**src/rtl/mcp_spi_pkg.sv**
```systemverilog
// Shared types and constants for the MCP23S17-style SPI arbiter and its PHY.
package mcp_spi_pkg;

    typedef enum logic [1:0] {
        IDLE,
        SETUP,
        SHIFT,
        GAP
    } state_t;

    localparam logic [3:0]  MCP_OPCODE_BASE = 4'b0100;
    localparam int unsigned FRAME_BITS      = 24;

    function automatic logic [7:0] mcp_opcode(input logic [2:0] hw_addr, input logic rw);
        return {MCP_OPCODE_BASE, hw_addr, rw};
    endfunction

endpackage

```
**src/rtl/spi_master_phy.sv**
```systemverilog
// Mode-0 SPI master PHY: SETUP/SHIFT timing, sclk divider, 24-bit shifter, miso capture.
module spi_master_phy
    import mcp_spi_pkg::*;
#(
    parameter int unsigned CLK_DIV = 4
) (
    input  logic                  clk,
    input  logic                  rst_n,
    input  logic                  start,
    input  logic [FRAME_BITS-1:0] frame,
    output logic                  done,
    output logic [7:0]            rx,
    output logic                  sclk,
    output logic                  csn,
    output logic                  mosi,
    input  logic                  miso
);

    state_t                state;
    state_t                state_nxt;
    logic [7:0]            div_cnt;
    logic [4:0]            bit_cnt;
    logic [FRAME_BITS-1:0] sreg;
    logic [7:0]            rx_sreg;
    logic                  div_end;

    assign div_end = (div_cnt == 8'(CLK_DIV - 1));
    assign rx      = rx_sreg;

    // done marks the last low cycle of bit 0; csn rises on the same edge.
    always_comb begin
        state_nxt = state;
        done      = 1'b0;
        case (state)
            IDLE:  if (start) state_nxt = SETUP;
            SETUP: if (div_end) state_nxt = SHIFT;
            SHIFT: begin
                if (div_end && !sclk && (bit_cnt == '0)) begin
                    state_nxt = IDLE;
                    done      = 1'b1;
                end
            end
            default: state_nxt = IDLE;
        endcase
    end

    always_ff @(posedge clk) begin
        if (!rst_n) begin
            state   <= IDLE;
            sclk    <= 1'b0;
            csn     <= 1'b1;
            mosi    <= 1'b0;
            div_cnt <= '0;
            bit_cnt <= '0;
            sreg    <= '0;
            rx_sreg <= '0;
        end else begin
            state <= state_nxt;
            case (state)
                IDLE: begin
                    if (start) begin
                        csn     <= 1'b0;
                        sclk    <= 1'b0;
                        mosi    <= frame[FRAME_BITS-1];
                        sreg    <= {frame[FRAME_BITS-2:0], 1'b0};
                        div_cnt <= '0;
                        bit_cnt <= 5'(FRAME_BITS - 1);
                    end
                end
                SETUP: begin
                    if (div_end) begin
                        div_cnt <= '0;
                        sclk    <= 1'b1;
                    end else begin
                        div_cnt <= div_cnt + 8'd1;
                    end
                end
                SHIFT: begin
                    if (!div_end) begin
                        div_cnt <= div_cnt + 8'd1;
                    end else begin
                        div_cnt <= '0;
                        if (sclk) begin
                            // Falling transition: capture miso, present the next bit.
                            sclk    <= 1'b0;
                            rx_sreg <= {rx_sreg[6:0], miso};
                            mosi    <= sreg[FRAME_BITS-1];
                            sreg    <= {sreg[FRAME_BITS-2:0], 1'b0};
                        end else if (bit_cnt == '0) begin
                            csn <= 1'b1;
                        end else begin
                            sclk    <= 1'b1;
                            bit_cnt <= bit_cnt - 5'd1;
                        end
                    end
                end
                default: ;
            endcase
        end
    end

endmodule

```
**src/rtl/mcp_spi_arb.sv**
```systemverilog
// Two-requester round-robin arbiter issuing 3-byte MCP23S17 SPI frames.
// Optional ack counters are enabled with `define MCP_SPI_ARB_CNT_EN.
module mcp_spi_arb
    import mcp_spi_pkg::*;
#(
    parameter int unsigned CLK_DIV  = 4,
    parameter logic [2:0]  HW_ADDR  = 3'b000,
    parameter int unsigned CSN_IDLE = 4
) (
    input  logic       clk,
    input  logic       rst_n,
    input  logic       req0_i,
    input  logic       rw0_i,
    input  logic [7:0] addr0_i,
    input  logic [7:0] wdata0_i,
    output logic       ack0_o,
    input  logic       req1_i,
    input  logic       rw1_i,
    input  logic [7:0] addr1_i,
    input  logic [7:0] wdata1_i,
    output logic       ack1_o,
    output logic [7:0] rdata_o,
    output logic       busy_o,
    output logic       sclk_o,
    output logic       csn_o,
    output logic       mosi_o,
    input  logic       miso_i
`ifdef MCP_SPI_ARB_CNT_EN
    ,
    output logic [15:0] cnt0_o,
    output logic [15:0] cnt1_o
`endif
);

    state_t     state;
    state_t     state_nxt;
    logic       last_grant;
    logic       rw_lat;
    logic [15:0] gap_cnt;
    logic       any_req;
    logic       gnt_sel;
    logic       rw_sel;
    logic [7:0] addr_sel;
    logic [7:0] wdata_sel;
    logic       phy_start;
    logic       phy_done;
    logic [7:0] phy_rx;

    assign any_req   = req0_i | req1_i;
    // With both requesting, the one not served last wins; otherwise the lone requester.
    assign gnt_sel   = (req0_i && req1_i) ? ~last_grant : req1_i;
    assign rw_sel    = gnt_sel ? rw1_i    : rw0_i;
    assign addr_sel  = gnt_sel ? addr1_i  : addr0_i;
    assign wdata_sel = gnt_sel ? wdata1_i : wdata0_i;
    assign phy_start = (state == IDLE) && any_req;

    spi_master_phy #(
        .CLK_DIV(CLK_DIV)
    ) u_phy (
        .clk   (clk),
        .rst_n (rst_n),
        .start (phy_start),
        .frame ({mcp_opcode(HW_ADDR, rw_sel), addr_sel, wdata_sel}),
        .done  (phy_done),
        .rx    (phy_rx),
        .sclk  (sclk_o),
        .csn   (csn_o),
        .mosi  (mosi_o),
        .miso  (miso_i)
    );

    always_comb begin
        state_nxt = state;
        case (state)
            IDLE:  if (any_req) state_nxt = SHIFT;
            SHIFT: if (phy_done) state_nxt = GAP;
            GAP:   if (gap_cnt == 16'(CSN_IDLE - 1)) state_nxt = IDLE;
            default: state_nxt = IDLE;
        endcase
    end

    always_ff @(posedge clk) begin
        if (!rst_n) begin
            state      <= IDLE;
            last_grant <= 1'b1;
            rw_lat     <= 1'b0;
            gap_cnt    <= '0;
            ack0_o     <= 1'b0;
            ack1_o     <= 1'b0;
            rdata_o    <= '0;
            busy_o     <= 1'b0;
        end else begin
            state  <= state_nxt;
            ack0_o <= 1'b0;
            ack1_o <= 1'b0;
            if (phy_start) begin
                last_grant <= gnt_sel;
                rw_lat     <= rw_sel;
                busy_o     <= 1'b1;
            end
            if (phy_done) begin
                ack0_o  <= ~last_grant;
                ack1_o  <= last_grant;
                rdata_o <= rw_lat ? phy_rx : '0;
                gap_cnt <= '0;
            end
            if (state == GAP) begin
                gap_cnt <= gap_cnt + 16'd1;
                if (state_nxt == IDLE) busy_o <= 1'b0;
            end
        end
    end

`ifdef MCP_SPI_ARB_CNT_EN
    always_ff @(posedge clk) begin
        if (!rst_n) begin
            cnt0_o <= '0;
            cnt1_o <= '0;
        end else if (phy_done) begin
            if (last_grant) cnt1_o <= cnt1_o + 16'd1;
            else            cnt0_o <= cnt0_o + 16'd1;
        end
    end
`endif

endmodule

```
**config.mk**
```make
export PLATFORM = sky130hd
export DESIGN_NAME = mcp_spi_arb
export DESIGN_NICKNAME = d
export VERILOG_FILES = /design/src/rtl/mcp_spi_pkg.sv /design/src/rtl/spi_master_phy.sv /design/src/rtl/mcp_spi_arb.sv
export SDC_FILE = /design/constraint.sdc
export NUM_CORES = 1
export LEC_CHECK = 0
export ABC_CLOCK_PERIOD_IN_PS = 4600
export CORE_MARGIN = 4
export CORE_UTILIZATION = 68
export CTS_CLUSTER_DIAMETER = 40
export CTS_CLUSTER_SIZE = 40
export DETAILED_ROUTE_END_ITERATION = 8
export DONT_BUFFER_PORTS = 1
export PLACE_DENSITY = 0.84
export SLEW_MARGIN = 20
export SYNTH_ARGS = -nofsm -noshare
export SYNTH_HDL_FRONTEND = slang
export SYNTH_HIERARCHICAL = 1
export SYNTH_SLANG_ARGS = --single-unit
```
**constraint.sdc**
```tcl
create_clock -name clk -period 4.6 [get_ports clk]
set_input_delay 0.46 -clock clk [delete_from_list [all_inputs] [get_ports clk]]
set_output_delay 0.46 -clock clk [all_outputs]
set_load 0.02 [all_outputs]
```
After elaboration in Yosys (flattened, before gate mapping)
Cells that the tools add are included.
- bits in registers: 81
- output and inout bits: 14
- $add $sub $neg: 3
- equality and inequality tests: 14
- muxes and demuxes: 45
- bitwise gates (word level): 2
- reductions and logical operators: 22
- operators by type and width (operator ; count):
    2-to-1 mux 24 bit ; 3
    case mux 24 bit (2 select lines) ; 1
    2-to-1 mux 8 bit ; 5
    2-to-1 mux 16 bit ; 2
    2-to-1 mux 5 bit ; 4
    2-to-1 mux 1 bit ; 17
    adder 16 x 1 -> 16 bit, second input constant ; 1
    equality test 16 x 2 -> 1 bit, second input constant ; 1
    case mux 8 bit (2 select lines) ; 1
    2-to-1 mux 2 bit ; 6
    case mux 2 bit (3 select lines) ; 2
    inequality test 2 x 1 -> 1 bit, second input constant ; 5
    case mux 5 bit (2 select lines) ; 1
    AND reduction 5 bit ; 2
    adder 8 x 1 -> 8 bit, second input constant ; 1
    equality test 8 x 2 -> 1 bit, second input constant ; 1
    AND reduction 4 bit ; 2
    equality test 2 bit, second input constant ; 3
    logical NOT 2 bit ; 3
    inequality test 2 bit, second input constant ; 3
    AND reduction 3 bit ; 2
    nonzero test 2 bit ; 3
    logical NOT 5 bit ; 1
    subtractor 5 x 1 -> 5 bit, second input constant ; 1
    10 further kinds ; 15

Logic depth before layout (Yosys ltp)
- depth after elaboration: 10
- depth in mapped cells: 9

Hierarchy
The synthesis kept the hierarchy.
- by module, submodules not included (module ; times used ; cells an instance ; area an instance (µm²) ; seq. area each (µm²)):
    spi_master_phy ; 1 ; 254 ; 2382.3 ; 980.9
    mcp_spi_arb ; 1 ; 193 ; 1679.1 ; 620.6

Least setup slack after synthesis
OpenSTA, ideal clock, no wires.
- path type: register -> register
- start point: register u_phy.bit_cnt[0]
- end point: register gap_cnt[11]
- data arrival time: 2085 ps
- data required time: 4485 ps
- setup slack: 2401 ps
- cell stages (with the launch flop): 9
- path buffers: 0
- cells stage by stage: dfxtp_1 -> inv_1 -> ha_1 -> nor4b_1 -> nand3_1 -> nor2_1 -> a21bo_2 -> and3_1 -> o21a_1
- longest elaborated chain between the ends: 5
- RTL lines (item ; line ; RTL):
    start: declaration ; spi_master_phy.sv:22 ; logic [4:0] bit_cnt;
    start signal: assignment ; spi_master_phy.sv:67 ; bit_cnt <= 5'(FRAME_BITS - 1);
    start signal: assignment ; spi_master_phy.sv:93 ; bit_cnt <= bit_cnt - 5'd1;
    logical NOT 5 bit ; spi_master_phy.sv:38 ; if (div_end && !sclk && (bit_cnt == '0)) begin
    logical AND 1 bit ; spi_master_phy.sv:38 ;
    2-to-1 mux 1 bit ; spi_master_phy.sv:38 ;
    2-to-1 mux 1 bit ; spi_master_phy.sv:34 ; case (state)
    named net phy_done ; mcp_spi_arb.sv:46 ; logic phy_done;
    nonzero test 2 bit (no line) ; n/a ;
    end signal: assignment ; mcp_spi_arb.sv:108 ; gap_cnt <= gap_cnt + 16'd1;
    end: declaration ; mcp_spi_arb.sv:39 ; logic [15:0] gap_cnt;
The timed path passes the listed nets, and every way through them passes these cells.
A chain may end at the register's enable or synchronous reset.

Final worst setup path
- start point: register u_phy.div_cnt[0]
- end point: register u_phy.sreg[16]
- longest elaborated chain between the ends: 3
- RTL lines (item ; line ; RTL):
    start: declaration ; spi_master_phy.sv:21 ; logic [7:0] div_cnt;
    start signal: assignment ; spi_master_phy.sv:75 ; div_cnt <= div_cnt + 8'd1;
    start signal: assignment ; spi_master_phy.sv:80 ; div_cnt <= div_cnt + 8'd1;
    equality test 8 x 2 -> 1 bit ; spi_master_phy.sv:27 ; assign div_end = (div_cnt == 8'(CLK_DIV - 1));
    inequality test 2 x 1 -> 1 bit (no line) ; n/a ;
    AND reduction 4 bit (no line) ; n/a ;
    end signal: assignment ; spi_master_phy.sv:65 ; sreg <= {frame[FRAME_BITS-2:0], 1'b0};
    end signal: assignment ; spi_master_phy.sv:88 ; sreg <= {sreg[FRAME_BITS-2:0], 1'b0};
    end: declaration ; spi_master_phy.sv:23 ; logic [FRAME_BITS-1:0] sreg;
No other way between the ends.

==> flow_summary.ini <==
[run_status]
outcome = complete, no violations

[power_and_ir_drop]
p_seq_frac = 0.445
internal_power_summed_over_all_cells_w = 0.00130
worst_ir_drop_vdd_uv = 329
p_total_w = 0.00207
switch_pwr_w = 0.000771
comb_power_share = 0.325
powerDensity_nw_per_um2 = 488
share_of_total_power_in_the_clock_network = 0.230
static-leakage-power_nw = 1.54
power.switching_fraction = 0.372

[synthesis]
synth-async-reset-ratio = 0
distinct_cell_type_count_of_the_synthesized_netlist = 58
synth_top_flop_cell = dfxtp_1
synth_common_cells = dfxtp_1, nor2_1, mux2i_1
yosys.cell_count.top_type = dfxtp_1
postSynthRegisterBits = 80
synth_seq_area_share = 0.394
synth-edff-count = 0
synth-warning-count = 6
avgSynthCellArea_um2 = 9.09
synth_top_cells_by_area = dfxtp_1, mux2i_1, mux2_2
netlist_instances = 447
synth_largest_area_cell = dfxtp_1
netlist_area_um2 = 4060
share_of_the_synthesized_area_in_the_top_cell_type = 0.394

[clocking]
htree_levels = 3
cts_setup_buffers = 0
clockBufferDepth = 2
clk_latency_ns = 0.36
numCtsBuffers = 9
number_of_instances_resized_during_post_cts_repair = 0
holdBufCountCts = 0
clock_sinks = 80
tritoncts = yes
ctsRootBufferMaster = clkbuf_8
clkTransAtPathRegs_ns = 0.09

[finish]
finish.net_count = 484
fin_util = 0.752
area_growth_pct = 4.53
antenna-diode-count = 0
post_route_cells_drive_above_1_share = 0.113
layoutNonFillerInstCount = 514
fill_cells = 426

[worst_setup_path]
crit_arrival_ns = 3.27
required_ns = 4.81
timing.critical_path.cells = ha_1 -> or4b_4 -> o31ai_4 -> and2_0 -> buf_4 -> a211oi_1
critical_path.max_fanout = 24
critical-path-max-stage-delay_ns = 0.84
worst_setup_path_start_kind = flip-flop
worst_setup_path_end_kind = flip-flop
cpMaxStageDelayCell = o31ai_4
timing_worst_setup_path_type = flip-flop to flip-flop

[global_route]
global_route_overflow = 0
number_of_global_route_vias_before_repair = 3096
grt_max_degree = 48
grt.total_usage = 0.242
grt_pass1_wl_um = 14400
antenna_found_initial = 0

[timing]
finalHoldViolCount = 0
finalCritPeriodShare = 0.667
worstMarginPinSlew_ns = 0.998
drv_slew = 0
report.final.setup_viol = 0
fmaxAchievable_mhz = 326
worst_slew_margin_rel = 0.331
clock-skew-final_ns = 0.0105
layout_min_cycle_time_ns = 3.07
fin_ws_ns = 1.53
rsz_0062_raised_after_global_routing = false
fin_tns_setup_ns = 0

[floorplan]
rows = 27
floorplan.initialDensity = 0.720
design.die.area_um2 = 7270
boundaryPins = 53
die_h_um = 85.3
die_width_um = 85.3
core_area_um2 = 5640

[placement]
pre_cts_slack_ns = 1.63
dp_cells = 498
number_of_port_buffers = 0
hpwl_um = 5600
finalWeightedCongestion = 0.893

[routing]
drt-vias-per-instance = 6.41
via_count = 3294
drt_first_pass_iters = 4
post_route_ant_nets = 0
postRouteWirelength_um = 8650
first_iter_violations = 236
remaining_routing_drc_violations = 0
avgRoutedWirePerCell_um = 16.8

[min_path]
min_path_type = primary input to flip-flop

[job]
timing.max_cap.violations = 0
state kept, by name (all words and copies together) (netlist names), 2 cells and up:
| register | flops |
|---|---|
| gap_cnt | 16 |
| rdata_o | 8 |
| state | 2 |
| u_phy/bit_cnt | 5 |
| u_phy/div_cnt | 8 |
| u_phy/rx | 8 |
| u_phy/sreg | 23 |
| u_phy/state | 2 |
through the flow:
step / hold slack [ns] / cell area (µm²)
after floorplan: 0.428 / 4080
after global placement: 0.436 / 4070
after detailed placement: 0.442 / 4070
after CTS: 0.174 / 4250
after global routing: 0.182 / 4250
final: 0.183 / 4250
final timing paths:
kind              depth (start not counted)             end  slack [ns]             start
setup / recovery                          6  u_phy/sreg[16]        1.53  u_phy/div_cnt[0]
hold / removal                            1      last_grant        0.18             rst_n
setup reg to reg                          6  u_phy/sreg[16]        1.53  u_phy/div_cnt[0]
hold reg to reg                           2   u_phy/sreg[1]        0.45     u_phy/sreg[1]
power groups by stage:
| stage | sequential, W | clock, W | combinational [W] |
|---|---|---|---|
| after floorplan | 0.000909 | 0 | 0.000565 |
| after global placement | 0.000928 | 0 | 0.000638 |
| after detailed placement | 0.000934 | 0 | 0.000656 |
| after CTS | 0.000919 | 0.000483 | 0.000663 |
| after global routing | 0.000937 | 0.000517 | 0.000748 |
| final | 0.000921 | 0.000477 | 0.000674 |
cells by family (layout without fill, tap and decap cells):
logic type | count (synthesis) | after routing | synth area share
buffers and inverters | 38 | 28 | 0.0400
and+or+nand+nor | 144 | 144 | 0.190
AOI/OAI and AO/OA | 114 | 114 | 0.195
adders and majority gates | 8 | 8 | 0.0246
xor gates and xnor gates | 6 | 6 | 0.0129
other | 2 | 7 | 0.00185
DFF | 80 | 80 | 0.394
muxes | 55 | 55 | 0.141
routing by layer:
metal / share of wire / global-route usage / up-vias
li1: - / - / 1623
met1: 0.46 / 0.325 / 1556
met2: 0.48 / 0.380 / 103
met3: 0.055 / 0.0592 / 12
met4: 0.013 / 0.0820 / 0
met5: 0 / 0 / -
final cells by class:
type                       count  area, µm²  share of cell area
timing repair buffer           3       22.5             0.00531
inverter                       9       33.8             0.00796
multi-input combinational    334       2320               0.546
clock buffer                   9        124              0.0292
sequential                    80       1600               0.377
tap                           72       90.1              0.0212
clock inverter                 7       55.1              0.0130
cells in the final DEF, fill, tap and decap left out, types with 3 or more instances in the layout:
cell type and n:
o21a_1 4, nor3_1 7, nor4b_1 5, or3_1 3, conb_1 7, buf_4 3, dfxtp_1 80, and2_1 4
clkbuf_8 9, nand2b_1 3, o211ai_1 4, nand2_1 20, nor4_1 6, and3_1 3, o211a_1 3, a41oi_1 3
a21boi_0 5, mux2_2 18, nand3_1 13, a311oi_1 3, a211oi_1 23, xnor2_1 6, nand4_1 8, mux2i_1 37
inv_1 8, a21oi_1 36, o21ai_0 11, nor2b_1 22, nor2_1 39, ha_1 7
worst max-delay path: cells and delay by family (launching register included):
kind,cells,cell delay [ns]
AO/OA/AOI/OAI,2,0.94
adder cells (fa/ha/maj),1,0.24
buffers and inverters,1,0.31
flip-flops,1,0.38
AND/OR/NAND/NOR,2,1.04
Power figures use the tool's default switching activity.
